<file path="src/rtl/gpio_input_conditioner_pkg.sv">
// rtl/gpio_input_conditioner_pkg.sv - shared register offsets for the GPIO input conditioner
package gpio_input_conditioner_pkg;

   localparam logic [1:0] REG_STATUS  = 2'd0;
   localparam logic [1:0] REG_IRQ_EN  = 2'd1;
   localparam logic [1:0] REG_PENDING = 2'd2;
   localparam logic [1:0] REG_DEB_EN  = 2'd3;

endpackage

</file>
<file path="src/rtl/gpio_debounce_bit.sv">
// rtl/gpio_debounce_bit.sv - per-pin synchroniser, debounce counter and clean flop
module gpio_debounce_bit #(
   parameter int SYNC_STAGES     = 2,
   parameter int DEBOUNCE_CYCLES = 4
) (
   input  logic clk,
   input  logic reset,
   input  logic pin_in,
   input  logic deb_en,
   output logic clean
);

   localparam logic [7:0] CNT_LAST = 8'(DEBOUNCE_CYCLES - 1);

   logic [SYNC_STAGES-1:0] sync_chain;
   logic                   sync;
   logic [7:0]             count;

   assign sync = sync_chain[SYNC_STAGES-1];

   always_ff @(posedge clk or posedge reset) begin
      if (reset) begin
         sync_chain <= '0;
      end else begin
         sync_chain <= {sync_chain[SYNC_STAGES-2:0], pin_in};
      end
   end

   // clean only moves after DEBOUNCE_CYCLES consecutive mismatching samples
   always_ff @(posedge clk or posedge reset) begin
      if (reset) begin
         count <= '0;
         clean <= 1'b0;
      end else if (!deb_en) begin
         count <= '0;
         clean <= sync;
      end else if (sync == clean) begin
         count <= '0;
      end else if (count == CNT_LAST) begin
         count <= '0;
         clean <= sync;
      end else begin
         count <= count + 8'd1;
      end
   end

endmodule

</file>
<file path="src/rtl/gpio_input_conditioner.sv">
// rtl/gpio_input_conditioner.sv - pad input conditioning, edge capture and interrupt registers
module gpio_input_conditioner
   import gpio_input_conditioner_pkg::*;
#(
   parameter int WIDTH           = 8,
   parameter int SYNC_STAGES     = 2,
   parameter int DEBOUNCE_CYCLES = 4
) (
   input  logic              clk,
   input  logic              reset,
   input  logic              read,
   input  logic              write,
   input  logic [31:0]       address,
   input  logic [31:0]       write_data,
   output logic [31:0]       read_data,
   input  logic [WIDTH-1:0]  pins_in,
   output logic [WIDTH-1:0]  pins_clean,
   output logic              irq
);

   logic [1:0]           reg_sel;
   logic [WIDTH-1:0]     pins_clean_d;
   logic [WIDTH-1:0]     pending;
   logic [WIDTH-1:0]     deb_en;
   logic [2*WIDTH-1:0]   irq_en;
   logic [WIDTH-1:0]     rise;
   logic [WIDTH-1:0]     fall;
   logic [WIDTH-1:0]     clr;
   logic                 unused_bits;

   assign reg_sel     = address[3:2];
   assign unused_bits = &{1'b0, address[31:4], address[1:0], write_data[31:2*WIDTH]};

   for (genvar i = 0; i < WIDTH; i++) begin : g_pin
      gpio_debounce_bit #(
         .SYNC_STAGES     (SYNC_STAGES),
         .DEBOUNCE_CYCLES (DEBOUNCE_CYCLES)
      ) u_bit (
         .clk    (clk),
         .reset  (reset),
         .pin_in (pins_in[i]),
         .deb_en (deb_en[i]),
         .clean  (pins_clean[i])
      );
   end

   assign rise = pins_clean & ~pins_clean_d;
   assign fall = ~pins_clean & pins_clean_d;
   assign clr  = (write && reg_sel == REG_PENDING) ? write_data[WIDTH-1:0] : '0;
   assign irq  = |pending;

   // new edges are ORed in after the clear so a same-cycle set survives
   always_ff @(posedge clk or posedge reset) begin
      if (reset) begin
         pins_clean_d <= '0;
         pending      <= '0;
         irq_en       <= '0;
         deb_en       <= '0;
      end else begin
         pins_clean_d <= pins_clean;
         pending      <= (pending & ~clr) | (rise & irq_en[WIDTH-1:0]) |
                         (fall & irq_en[2*WIDTH-1:WIDTH]);
         if (write && reg_sel == REG_IRQ_EN) begin
            irq_en <= write_data[2*WIDTH-1:0];
         end
         if (write && reg_sel == REG_DEB_EN) begin
            deb_en <= write_data[WIDTH-1:0];
         end
      end
   end

   always_comb begin
      read_data = '0;
      if (read) begin
         case (reg_sel)
            REG_STATUS:  read_data = 32'(pins_clean);
            REG_IRQ_EN:  read_data = 32'(irq_en);
            REG_PENDING: read_data = 32'(pending);
            REG_DEB_EN:  read_data = 32'(deb_en);
            default:     read_data = '0;
         endcase
      end
   end

endmodule

</file>
<file path="config.mk">
export PLATFORM = sky130hd
export DESIGN_NAME = gpio_input_conditioner
export DESIGN_NICKNAME = d
export VERILOG_FILES = /design/src/rtl/gpio_input_conditioner_pkg.sv /design/src/rtl/gpio_debounce_bit.sv /design/src/rtl/gpio_input_conditioner.sv
export SDC_FILE = /design/constraint.sdc
export NUM_CORES = 1
export LEC_CHECK = 0
export ABC_AREA = 1
export CORE_ASPECT_RATIO = 0.6
export CORE_UTILIZATION = 56
export DETAILED_ROUTE_END_ITERATION = 10
export HOLD_SLACK_MARGIN = 0.1
export PLACE_DENSITY_LB_ADDON = 0.1
export SYNTH_ARGS = -nofsm -noshare
export SYNTH_HDL_FRONTEND = slang
export SYNTH_SLANG_ARGS = --single-unit
export TNS_END_PERCENT = 10
</file>
<file path="constraint.sdc">
create_clock -name clk -period 6.8 [get_ports clk]
set_clock_uncertainty 0.2 [all_clocks]
set_input_delay 0.68 -clock clk [delete_from_list [all_inputs] [get_ports clk]]
set_output_delay 0.68 -clock clk [all_outputs]
set_load 0.05 [all_outputs]
</file>
## Word-level counts from Yosys, hierarchy flattened

Index checks and enable logic that the tools add are counted.

| cells by class | value |
|---|---|
| add/sub/neg operators | 8 |
| reduce and logical (&&, ||, !) cells | 13 |
| bitwise logic cells | 10 |
| equality and inequality tests | 35 |
| mux-type cells | 51 |

Operator list:

| cell | count |
|---|---|
| 2-to-1 mux 8 bit | 25 |
| case mux 32 bit (4 select lines) | 1 |
| adder 8 x 1 -> 8 bit, second input constant | 8 |
| == test 8 x 2 -> 1 bit, second input constant | 8 |
| AND 8 bit | 5 |
| 2-to-1 mux 32 bit | 1 |
| 2-to-1 mux 1 bit | 24 |
| NOT 8 bit | 3 |
| inequality test 2 x 1 -> 1 bit, second input constant | 8 |
| inequality test 2 bit, second input constant | 8 |
| bitwise OR 8 bit | 2 |
| AND reduction 2 bit | 8 |
| == test 1 bit | 8 |
| OR reduction 8 bit | 1 |
| == test 2 bit, second input constant | 2 |
| logical AND 1 bit | 3 |
| == test 2 x 1 -> 1 bit, second input constant | 1 |
| zero test 2 bit | 1 |

| word-level totals | value |
|---|---|
| output and inout port bits | 41 |
| logic and storage cells | 145 |
| register bits | 128 |

## Longest topological paths before layout

| logic depth | value |
|---|---|
| depth after elaboration | 7 |
| mapped depth | 7 |

## Modules after synthesis

From an unflattened synthesis, not the netlist that was laid out.

| second synthesis, totals | value |
|---|---|
| cell total of the unflattened synthesis | 801 |
| area, all modules | 6471.2 um2 |

Modules (own cells, without submodules):

| module | area an instance (um2) | seq. area each (um2) | cells each | times used |
|---|---|---|---|---|
| gpio_debounce_bit | 534.3 | 275.3 | 65 | 8 |
| gpio_input_conditioner | 2197.1 | 1001.0 | 281 | 1 |

## Worst setup path after synthesis

No wires, ideal clock.

| path | value |
|---|---|
| path kind | input-to-output |
| start | input port address[3] |
| end | output port read_data[0] |
| stages on the path | 4 |
| arrival | 1.831 ns |
| required time | 5.920 ns |
| buffers on the path | 0 |
| setup slack | 4.089 ns |
| cells stage by stage | inv_2 nor2_2 nand2_1 a31oi_1 |

| on the way | value |
|---|---|
| longest elaborated chain between the ends | 3 |
| elaborated cells on any way between the ends | 6 |

Ends and longest elaborated chain:

| item | line | text |
|---|---|---|
| start, declared | gpio_input_conditioner.sv:13 | `input logic [31:0] address,` |
| == test 2 bit, or another cell as far along | gpio_input_conditioner.sv:75 | `case (reg_sel)` |
| case mux 32 bit (4 select lines) * | gpio_input_conditioner.sv:75 |  |
| 2-to-1 mux 32 bit * | gpio_input_conditioner.sv:74 | `if (read) begin` |
| end, declared | gpio_input_conditioner.sv:15 | `output logic [31:0] read_data,` |

Mark *: on every way between the ends. The rest lies on a longest branch, timed or not. The select of a mux whose other input is x is not followed.

## Worst setup path in the final report

| path | value |
|---|---|
| start | input port address[2] |
| end | output port read_data[4] |

The elaborated chain is that of the path after synthesis.

==> results.md <==
- Outcome: complete, no violations
- Via count of the first global-routing pass: 4759
- Post-synth cell types: 26
- Top post-synthesis cells by area: dfrtp_1 (53%), nand2_1 (11%), nor2_1 (7.1%), o21ai_0 (5.0%), inv_1 (4.9%)
- Design Area, Final: 7170 µm²
- Initial DRC Count: 277
- Leakage: 3.25 nW
- Pre-CTS setup slack: 3.00 ns
- I/O Pins: 117
- Die Width: 136 µm
- Fmax: 262 MHz
- CTS tree: done
- Initial core utilization: 0.593
- Setup TNS: 0 ns
- H-tree depth: 4
- Placed cell areas: 6570 µm²
- Most common cell after layout, fill and taps aside: nand2_1
- Syn Inst Count: 726
- Tightest Pin Transition: 1.04 ns
- Post-CTS sizing: 0
- Switch Pwr: 0.565 mW
- Met1 Usage GRT: 0.340
- Min setup slack post-route: 2.98 ns
- Routed wire per std cell: 14.1 µm
- Setup Fix Bufs, Post-CTS: 0
- # diodes: 0
- M2 GR Usage: 0.428
- All-Layer GR Usage: 0.263
- Power density cells: 292 nW/µm²
- IR drop worst, VDD: 0.000177 V
- Worst Hold Depth: 0
- Final WL: 13200 µm
- Share of cells above drive strength 1: 0.0414
- Post-Syn Area per Cell: 8.27 µm²
- Hold Buf Count CTS: 0
- Post-synthesis sequential area ratio: 0.534
- Final Max Tran Viols: 0
- Sequential power share: 0.427
- Die ar.: 11200 µm²
- Routed Antenna Nets: 0
- Max-slew headroom: 0.304
- Remaining DRCs: 0
- Post-Place Cells: 903
- GP Congestion: 0.866
- Final min period: 3.82 ns
- Row Count: 28
- Most frequent cells in the layout: nand2_1 (174), dfrtp_1 (128), nor2_1 (114), inv_1 (78), o21ai_0 (60)
- Synthesized cell area: 6000 µm²
- Busiest layer in global routing: met2
- Period utilisation layout: 0.562
- First-pass GRT wire length: 22200 µm
- Num CTS Buffers: 17
- Clk buf depth: 2
- Buffers on Ports: 54
- Core Util, Final: 0.708
- Die H: 82.2 µm
- Multi-input logic area: 2340 µm²
- Combinational Power Share: 0.133
- Worst path required time: 5.92 ns
- Clock Latency Late Sink: 0.41 ns
- Yosys top cell by area: dfrtp_1
- Grt met3 use: 0.0726
- Unrepaired setup endpoints after global routing: false
- # setup viols final: 0
- Final Hold Viols: 0
- Clock Power Share: 0.440
- CTS clk-pin slew, worst paths: 0.05 ns
- Final nets: 871
- Net Sw Frac: 0.270
- Critical path startpoint category: input port
- Max FO, Critical Path: 10
- Synth Register Bits: 128
- Worst Hold Margin: 0.146 ns
- Critical path class: input port to output port
- Fill count: 752
- Maxcap violations: 0
- Core Area: 10100 µm²
- Reg area: 3200 µm²
- Drt pass-1 iters: 5
- Num Clock Sinks: 128
- Vias/cell: 5.26
- Total power: 2.09 mW
- Yosys top cell area share: 0.534
- Reg2reg path depth: 6
- Total congestion overflow: 0
- Largest net degree at the start of global routing: 78
- Yosys warns: 0
- Final HPWL DP: 8910 µm
- Critical Path End Type: output port
- Initial antenna violation count: 0
- Root Driver: clkbuf_16
- Crit path DAT: 2.94 ns
- Worst Hold Class: flop to flop
- Post-route insts no fill: 933
- Synthesis-to-layout area growth: 19.4%
- Internal power: 1.53 mW
- Vias: 4910
-- layout make-up --
| class | instances | area share |
|---|---|---|
| sequential | 128 | 0.447 |
| multi-input combinational | 503 | 0.327 |
| timing repair buffer | 55 | 0.0764 |
| clock buffer | 24 | 0.0686 |
| inverter | 82 | 0.0433 |
| tap | 135 | 0.0236 |
| clock inverter | 6 | 0.0147 |
-- power groups by stage --
stage | clock network [mW] | logic, mW | registers (mW)
after CTS | 0.932 | 0.280 | 0.892
after floorplan | 0 | 0.216 | 0.882
after global placement | 0 | 0.270 | 0.897
final | 0.920 | 0.277 | 0.893
after global routing | 0.964 | 0.308 | 0.902
after detailed placement | 0 | 0.277 | 0.903
-- flip-flops by register name, summed over array words and instances (netlist names) --
signal	flops
pins_clean_d	8
g_pin.u_bit.sync_chain	16
irq_en	16
deb_en	8
pending	8
g_pin.u_bit.count	64
g_pin.u_bit.clean	8
-- cell usage after synthesis --
| library cell | count |
|---|---|
| a31oi_1 | 8 |
| xor2_1 | 16 |
| nand2_2 | 1 |
| a21oi_1 | 15 |
| nor3_1 | 8 |
| o21ai_1 | 1 |
| nand4_1 | 8 |
| nor4_1 | 2 |
| o21a_1 | 7 |
| nand3b_1 | 2 |
| ha_1 | 8 |
| nor2_1 | 114 |
| o21bai_1 | 6 |
| inv_1 | 79 |
| xnor2_1 | 6 |
| nand2_1 | 174 |
| inv_2 | 2 |
| buf_4 | 24 |
| nand3_1 | 50 |
| clkinv_1 | 1 |
| buf_2 | 3 |
| buf_6 | 1 |
| nor2_2 | 1 |
| conb_1 | 1 |
| dfrtp_1 | 128 |
| o21ai_0 | 60 |
-- routing by layer --
| metal | share of wire | vias up |
|---|---|---|
| met4 | 0.013 | 0 |
| met3 | 0.057 | 18 |
| met2 | 0.47 | 142 |
| li1 | - | 2408 |
| met5 | 0 | - |
| met1 | 0.46 | 2342 |
-- cell families (layout without fill, tap and decap cells) --
kind of cell | count (synthesis) | in the layout | share of synthesized area
other | 1 | 16 | 0.000625
buffers and inverters | 110 | 167 | 0.0857
xor gates and xnor gates | 22 | 22 | 0.0321
DFF | 128 | 128 | 0.534
AOI/OAI and AO/OA | 97 | 97 | 0.0880
and+or+nand+nor | 360 | 360 | 0.243
adders and majority gates | 8 | 8 | 0.0167
-- worst paths after layout --
kind	from	to	slack [ns]
max in group asynchronous	reset	g_pin[0].u_bit.count[2]	4.43
worst max-delay path	address[2]	read_data[4]	2.98
worst min-delay path	g_pin[6].u_bit.sync_chain[0]	g_pin[6].u_bit.sync_chain[1]	0.15
worst max register to register	g_pin[7].u_bit.count[0]	g_pin[7].u_bit.count[4]	5.16
min in group asynchronous	reset	g_pin[0].u_bit.count[6]	0.52
worst min register to register	g_pin[6].u_bit.sync_chain[0]	g_pin[6].u_bit.sync_chain[1]	0.15
-- worst max-delay path, stage by stage --
cell             delay [ns]
clkdlybuf4s50_1        0.55
inv_2                  0.13
nand2_1                0.27
o21ai_0                0.14
a31oi_1                0.30
clkdlybuf4s50_1        0.87
Note: power is estimated with default switching activity, not from simulation.
